[src/rtl/mmio_pkg.sv]
// Shared definitions for the memory-mapped switch input block: register offsets,
// debounce FSM states and bit positions within STATUS/CTRL/CLEAR.
package mmio_pkg;

  typedef enum logic [1:0] {
    S_LO      = 2'd0,
    S_WAIT_HI = 2'd1,
    S_HI      = 2'd2,
    S_WAIT_LO = 2'd3
  } debounce_state_t;

  localparam logic [3:0] OFS_STATUS  = 4'h0;
  localparam logic [3:0] OFS_CTRL    = 4'h4;
  localparam logic [3:0] OFS_CLEAR   = 4'h8;
  localparam logic [3:0] OFS_EDGECNT = 4'hC;

  localparam int STAT_LEVEL_BIT   = 0;
  localparam int STAT_RISE_BIT    = 1;
  localparam int STAT_FALL_BIT    = 2;
  localparam int CTRL_RISE_EN_BIT = 0;
  localparam int CTRL_FALL_EN_BIT = 1;

  localparam int EDGECNT_W = 16;

endpackage

[src/rtl/sw_debounce.sv]
// Two-flop synchroniser plus debounce FSM; a level change is accepted only after the
// synchronised input holds the new value for DEBOUNCE_CYCLES consecutive cycles.
module sw_debounce #(
  parameter int DEBOUNCE_CYCLES = 12000
) (
  input  logic clk,
  input  logic rst,
  input  logic sw_in_i,
  output logic level_o,
  output logic rise_pulse_o,
  output logic fall_pulse_o
);
  import mmio_pkg::*;

  localparam int              CNT_W    = $clog2(DEBOUNCE_CYCLES);
  localparam logic [CNT_W-1:0] CNT_LAST = CNT_W'(DEBOUNCE_CYCLES - 1);

  logic            s1_q, s2_q;
  debounce_state_t state_q, state_d;
  logic [CNT_W-1:0] cnt_q, cnt_d;
  logic            level_q, level_d;
  logic            rise_pulse, fall_pulse;

  always_ff @(posedge clk) begin
    if (rst) begin
      s1_q    <= 1'b0;
      s2_q    <= 1'b0;
      state_q <= S_LO;
      cnt_q   <= '0;
      level_q <= 1'b0;
    end else begin
      s1_q    <= sw_in_i;
      s2_q    <= s1_q;
      state_q <= state_d;
      cnt_q   <= cnt_d;
      level_q <= level_d;
    end
  end

  // Pulses are combinational so the top can register them on the same edge level flips.
  always_comb begin
    state_d    = state_q;
    cnt_d      = cnt_q;
    level_d    = level_q;
    rise_pulse = 1'b0;
    fall_pulse = 1'b0;
    case (state_q)
      S_LO: begin
        if (s2_q) begin
          state_d = S_WAIT_HI;
          cnt_d   = '0;
        end
      end
      S_WAIT_HI: begin
        if (!s2_q) begin
          state_d = S_LO;
        end else if (cnt_q == CNT_LAST) begin
          state_d    = S_HI;
          level_d    = 1'b1;
          rise_pulse = 1'b1;
        end else begin
          cnt_d = cnt_q + CNT_W'(1);
        end
      end
      S_HI: begin
        if (!s2_q) begin
          state_d = S_WAIT_LO;
          cnt_d   = '0;
        end
      end
      S_WAIT_LO: begin
        if (s2_q) begin
          state_d = S_HI;
        end else if (cnt_q == CNT_LAST) begin
          state_d    = S_LO;
          level_d    = 1'b0;
          fall_pulse = 1'b1;
        end else begin
          cnt_d = cnt_q + CNT_W'(1);
        end
      end
      default: state_d = S_LO;
    endcase
  end

  assign level_o      = level_q;
  assign rise_pulse_o = rise_pulse;
  assign fall_pulse_o = fall_pulse;

endmodule

[src/rtl/mmio_switch_in.sv]
// Memory-mapped switch input: debounced level, sticky edge flags, rising-edge counter
// and level IRQ, exposed through a 16-byte register window with OR-able read data.
module mmio_switch_in #(
  parameter logic [31:0] BASE_ADDR       = 32'hFFFF_0010,
  parameter int          DEBOUNCE_CYCLES = 12000
) (
  input  logic        clk,
  input  logic        rst,
  input  logic        sw_in,
  input  logic [31:0] addr,
  input  logic        rd_en,
  input  logic        wr_en,
  input  logic [31:0] wdata,
  output logic [31:0] rdata,
  output logic        irq
);
  import mmio_pkg::*;

  logic level, rise_pulse, fall_pulse;

  sw_debounce #(
    .DEBOUNCE_CYCLES(DEBOUNCE_CYCLES)
  ) u_deb (
    .clk         (clk),
    .rst         (rst),
    .sw_in_i     (sw_in),
    .level_o     (level),
    .rise_pulse_o(rise_pulse),
    .fall_pulse_o(fall_pulse)
  );

  logic [1:0]           ctrl_q, ctrl_d;
  logic                 rise_pend_q, rise_pend_d;
  logic                 fall_pend_q, fall_pend_d;
  logic [EDGECNT_W-1:0] edgecnt_q, edgecnt_d;
  logic [31:0]          rdata_q, rdata_d;
  logic                 irq_q, irq_d;

  logic       sel;
  logic [3:0] ofs;
  logic       wr_ctrl, wr_clear, wr_cnt;
  logic [31:0] rd_mux;
  logic       unused_wdata;

  assign sel      = (addr[31:4] == BASE_ADDR[31:4]);
  assign ofs      = addr[3:0];
  assign wr_ctrl  = wr_en && sel && (ofs == OFS_CTRL);
  assign wr_clear = wr_en && sel && (ofs == OFS_CLEAR);
  assign wr_cnt   = wr_en && sel && (ofs == OFS_EDGECNT);
  assign unused_wdata = ^wdata[31:3];

  always_comb begin
    rd_mux = '0;
    case (ofs)
      OFS_STATUS:  rd_mux = {29'd0, fall_pend_q, rise_pend_q, level};
      OFS_CTRL:    rd_mux = {30'd0, ctrl_q};
      OFS_EDGECNT: rd_mux = {{(32-EDGECNT_W){1'b0}}, edgecnt_q};
      default:     rd_mux = '0;
    endcase
  end

  // A new edge event overrides a CLEAR landing on the same cycle; an EDGECNT write overrides a rise.
  always_comb begin
    ctrl_d      = wr_ctrl ? wdata[1:0] : ctrl_q;
    rise_pend_d = rise_pulse | (rise_pend_q & ~(wr_clear & wdata[STAT_RISE_BIT]));
    fall_pend_d = fall_pulse | (fall_pend_q & ~(wr_clear & wdata[STAT_FALL_BIT]));
    edgecnt_d   = edgecnt_q;
    if (wr_cnt) begin
      edgecnt_d = '0;
    end else if (rise_pulse) begin
      edgecnt_d = edgecnt_q + EDGECNT_W'(1);
    end
    irq_d   = (rise_pend_q & ctrl_q[CTRL_RISE_EN_BIT]) | (fall_pend_q & ctrl_q[CTRL_FALL_EN_BIT]);
    rdata_d = (rd_en && sel) ? rd_mux : '0;
  end

  always_ff @(posedge clk) begin
    if (rst) begin
      ctrl_q      <= '0;
      rise_pend_q <= 1'b0;
      fall_pend_q <= 1'b0;
      edgecnt_q   <= '0;
      rdata_q     <= '0;
      irq_q       <= 1'b0;
    end else begin
      ctrl_q      <= ctrl_d;
      rise_pend_q <= rise_pend_d;
      fall_pend_q <= fall_pend_d;
      edgecnt_q   <= edgecnt_d;
      rdata_q     <= rdata_d;
      irq_q       <= irq_d;
    end
  end

  assign rdata = rdata_q;
  assign irq   = irq_q;

endmodule

[config.mk]
export PLATFORM = sky130hd
export DESIGN_NAME = mmio_switch_in
export DESIGN_NICKNAME = d
export VERILOG_FILES = /design/src/rtl/mmio_pkg.sv /design/src/rtl/sw_debounce.sv /design/src/rtl/mmio_switch_in.sv
export SDC_FILE = /design/constraint.sdc
export NUM_CORES = 1
export LEC_CHECK = 0
export ABC_AREA = 1
export BUFFER_PORTS_ARGS = -buffer_cell sky130_fd_sc_hd__buf_2
export CORE_ASPECT_RATIO = 0.6
export CORE_MARGIN = 5
export CORE_UTILIZATION = 50
export DETAILED_ROUTE_END_ITERATION = 8
export PLACE_DENSITY_LB_ADDON = 0.08
export SLEW_MARGIN = 20
export SYNTH_ARGS = -nofsm -noshare
export SYNTH_HDL_FRONTEND = slang
export SYNTH_SLANG_ARGS = --single-unit
[constraint.sdc]
create_clock -name clk -period 2.09 [get_ports clk]
set_input_delay 0 -clock clk [delete_from_list [all_inputs] [get_ports clk]]
set_output_delay 0 -clock clk [all_outputs]
set_load 0.005 [all_outputs]
After elaboration in Yosys (flattened, before gate mapping)
Cells that the tools add are included.
Word-level totals
  flip-flop bits (word level): 72
  input port bits: 69
  output and inout port bits: 33
  word-level logic and storage cells: 78
Operators by class
  add/subtract/negate cells: 2
  eq/ne operators: 16
  muxes and demuxes: 24
  bitwise gates (word level): 12
  reductions and logical operators: 13
Operator list (count)
  14-bit two-way mux: 5
  14-bit one-hot mux with 4 select lines: 1
  16-bit one-hot mux with 3 select lines: 1
  28-bit == test (second input constant): 1
  16-bit by 1-bit adder with 16-bit output (second input constant): 1
  14-bit by 1-bit adder with 14-bit output (second input constant): 1
  14-bit == test (second input constant): 1
  2-bit two-way mux: 6
  1-bit two-way mux: 9
  4-bit == test (second input constant): 2
  2-bit by 1-bit != test with 1-bit output (second input constant): 4
  2-bit one-hot mux with 4 select lines: 1
  4-bit AND reduction: 2
  1-bit bitwise AND: 6
  1-bit logical AND: 5
  5-bit AND reduction: 1
  2-bit == test (second input constant): 2
  4-bit by 3-bit == test with 1-bit output (second input constant): 1
  4-bit logical NOT: 1
  2-bit != test (second input constant): 2
  2-bit OR reduction: 2
  3-bit by 1-bit != test with 1-bit output (second input constant): 1
  3-bit != test (second input constant): 1
  1-bit NOT: 3
  other kinds (5): 7

Depth between registers and ports, before layout
  depth in word-level cells: 7
  depth in mapped cells: 10
  gate-level depth less buffers: 10

Hierarchy
A second synthesis with hierarchy kept.
Unflattened totals
  cell total of the unflattened synthesis: 406
  area total of the unflattened synthesis: 2849.0 um2
By module, submodules not included
  mmio_switch_in: instances 1, cells an instance 242, area each 1766.7 um2, seq. area each 740.7 um2
  sw_debounce: instances 1, cells an instance 164, area each 1082.3 um2, seq. area each 380.4 um2

Worst setup path before layout
Ideal clock, no wire load.
  path kind: reg2reg
  start: register u_deb.cnt_q[0]
  end: register u_deb.cnt_q[0]
  setup time: 0.116 ns
  arrival: 1.418 ns
  data required time: 1.974 ns
  slack: 0.556 ns
  stages on the path, launching flop included: 9
  path buffers: 1
  clock period less this slack: 1.534 ns
  cell sequence: dfxtp_1 > ha_1 > nand3_2 > nor2_4 > inv_2 > nor2_8 > nor2_4 > buf_6 > o211a_1
Between the ends
  longest elaborated chain between the ends: 4
  elaborated cells on any way between the ends: 6
  classes of those cells: 1 x add/sub; 1 x eq/ne; 4 x mux
Ends and longest elaborated chain
  start: declaration: RTL line sw_debounce.sv:20  | logic [CNT_W-1:0] cnt_q, cnt_d;
  start signal: assignment: RTL line sw_debounce.sv:35  | cnt_q <= cnt_d;
  14-bit by 1-bit adder with 14-bit output / 14-bit == test (equally long branches)
  14-bit two-way mux *: RTL line sw_debounce.sv:57, sw_debounce.sv:74
  14-bit two-way mux, on equally long branches: RTL line sw_debounce.sv:72, sw_debounce.sv:55
  14-bit one-hot mux with 4 select lines *: RTL line sw_debounce.sv:47  | case (state_q)
Every way passes the cells marked *; elsewhere a longest branch is shown, timed or not. The select of a mux whose other input is x is not followed.
A chain may end at the register's enable or synchronous reset.

Worst setup path after layout
  start: register u_deb.cnt_q[0]
  end: register u_deb.cnt_q[11]
The elaborated chain is that of the path after synthesis.

==> results_dict.tcl <==
set metrics [dict create \
    outcome "finished clean" \
    synth_compound_area_share_pct 8.20 \
    setup_tns_ps 0 \
    setup.worst_path.end_class "flop" \
    critPathRequiredTime_ps 2310 \
    use_met3_pct 4.47 \
    hpwlAfterDp_um 5210 \
    crit_type "flop to flop" \
    synth_edf_count 0 \
    yosysWarnings 0 \
    fin_crit_sh_pct 83.5 \
    stdcell_count 545 \
    grt_max_degree 20 \
    h-tree-depth 2 \
    drive_gt1_share_pct 20.0 \
    synth-xor-area-share_pct 3.68 \
    hp-class "primary input to flop" \
    cts_made_buffers 5 \
    ys_async_sr_fraction_pct 0 \
    final_common_cell "nand2_1" \
    crit_fanout 16 \
    worst_slack_ps 345 \
    placed_cell_area_um2 3130 \
    dr.pass1.iters 5 \
    cts_buffer_depth 2 \
    area_delta_synth_final_pct 15.4 \
    place_inst 530 \
    rsz0062_at_grt "no" \
    hold_ws_ps 50.2 \
    fp.dieW_um 108 \
    mappedNetlistArea_um2 2850 \
    fin_nets 535 \
    globalplace.congestion 0.908 \
    vias 2622 \
    ys_ff_latch 56 \
    synth_mux_area_share_pct 0 \
    first_global_vias 2301 \
    critPathLaunchType "flop" \
    synth-simple-area-share_pct 35.5 \
    nFillCells 538 \
    port_buffers 56 \
    core_area_um2 5540 \
    antenna_found_initial 0 \
    clkSlewWorstSetupHoldPaths_ps 110 \
    grt_pass1_wl_um 11000 \
    dp_worst_setup_slack_ps 313 \
    synth_ff_type "dfxtp_1" \
    min_period_ps 1740 \
    cts_resized 0 \
    synth_cells 401 \
    yosysUniqueCellTypes 29 \
    clock_sinks 56 \
    root_buffer "clkbuf_8" \
    cp.arrival_ps 1960 \
    viasPerCell 4.81 \
    synth_top_family_by_area "simple AND/OR/NAND/NOR gates" \
    use_met1_pct 28.9 \
    holdBufCountCts 7 \
    skew_ps 9.07 \
    grt.met2_usage_pct 26.7 \
    ir_drop_mv 0.300 \
    fmax_mhz 573 \
    ioPinCount 102 \
    ant_nets 0 \
    final_area_um2 3290 \
    cts_setup_buffers 0 \
    wire_per_inst_um 12.1 \
    die_h_um 68.5 \
    grt_overflow 0 \
    drt_iter0_markers 276 \
    p_leak_uw 0.00135 \
    grt_usage_pct 18.8 \
    num_antenna_cells 0 \
    hold_violations 0 \
    row_count 21 \
    synth-adder-area-share_pct 0.877 \
    top_usage_layer "met1" \
    routed_wl_um 6610 \
    final_cell_mix "nand2_1, dfxtp_1, buf_2" \
    clock_latency_ps 310 \
    initial_utilization_pct 51.5 \
    synth_area_per_cell_um2 7.12 \
    setup_violations 0 \
    drcViolationCount 0 \
    final_max_slew_viol_count 0 \
    cts_tree "done" \
    maxCapViolCount 0 \
    die-area_um2 7370 \
    power.density_nw_per_um2 544 \
    seq_area_frac_synth_pct 39.3 \
]
[worst paths after layout]
kind / startpoint / to / slack [ps] / depth (start not counted)
setup / recovery: u_deb.cnt_q[0] / u_deb.cnt_q[11] / 350 / 9
hold / removal: wdata[2] / fall_pend_q / 50 / 4
setup reg to reg: u_deb.cnt_q[0] / u_deb.cnt_q[11] / 350 / 9
hold reg to reg: u_deb.s1_q / u_deb.s2_q / 410 / 2
[cell usage after synthesis (5+ instances only)]
| cell type | count | share of area, % |
|---|---|---|
| inv_2 | 5 | 0.66 |
| nand2_1 | 90 | 12 |
| o21ai_0 | 8 | 1.4 |
| a21oi_1 | 24 | 4.2 |
| xor2_1 | 12 | 3.7 |
| nand4_1 | 6 | 1.3 |
| nor3_1 | 24 | 4.2 |
| nor2_1 | 48 | 6.3 |
| buf_4 | 17 | 4.5 |
| inv_1 | 44 | 5.8 |
| nand3_1 | 27 | 4.7 |
| dfxtp_1 | 56 | 39 |
[stage by stage]
step / utilization (%) / power (uW)
floorplan: - / 1170
global placement: 56.4 / 1200
detailed placement: 56.4 / 1200
CTS: 59.4 / 1810
global route: 59.4 / 1880
finish: 59.4 / 1790
[report_power, final]
part           switching [uW]  leakage, uW  internal, uW
Sequential               2.87     0.000451          1070
Clock                     365    0.0000487           245
Combinational            63.3     0.000850          47.3
[final cells by class]
cell class,instances,area [um2],area share [%]
Multi-Input combinational cell,288,1440,43.6
Sequential cell,56,1120,34.0
Timing Repair Buffer,64,358,10.9
Inverter,49,184,5.58
Tap cell,80,100,3.04
Clock buffer,5,68.8,2.09
Clock inverter,3,26.3,0.798
[layer usage]
layer | up-vias | part of all wire (%)
li1 | 1376 | -
met1 | 1108 | 51
met2 | 134 | 36
met3 | 4 | 12
met4 | 0 | 0.42
met5 | - | 0
[registers in the layout, indices dropped and copies added, names as in the netlist, named ones only]
signal / flops
u_deb.cnt_q: 14
u_deb.state_q: 1
u_deb.s1_q: 1
edgecnt_q: 16
rise_pend_q: 1
rdata: 16
irq: 1
u_deb.s2_q: 1
u_deb.level_o: 1
fall_pend_q: 1
ctrl_q: 2
[critical path, cell delays in order, from the launching register on]
cell and delay [ps]:
dfxtp_1 360, ha_1 250, nand3_2 160, nor2_4 60, inv_2 90, nor2_8 60
nor2_4 310, nand3_1 180, nor2_1 130, nor2_1 50
[cell families after synthesis]
logic type	after synthesis
AOI/OAI and AO/OA	41
buffers and inverters	72
and+or+nand+nor	217
DFF	56
other	1
xor gates and xnor gates	12
adders and majority gates	2
Note: power is estimated with default switching activity, not from simulation.
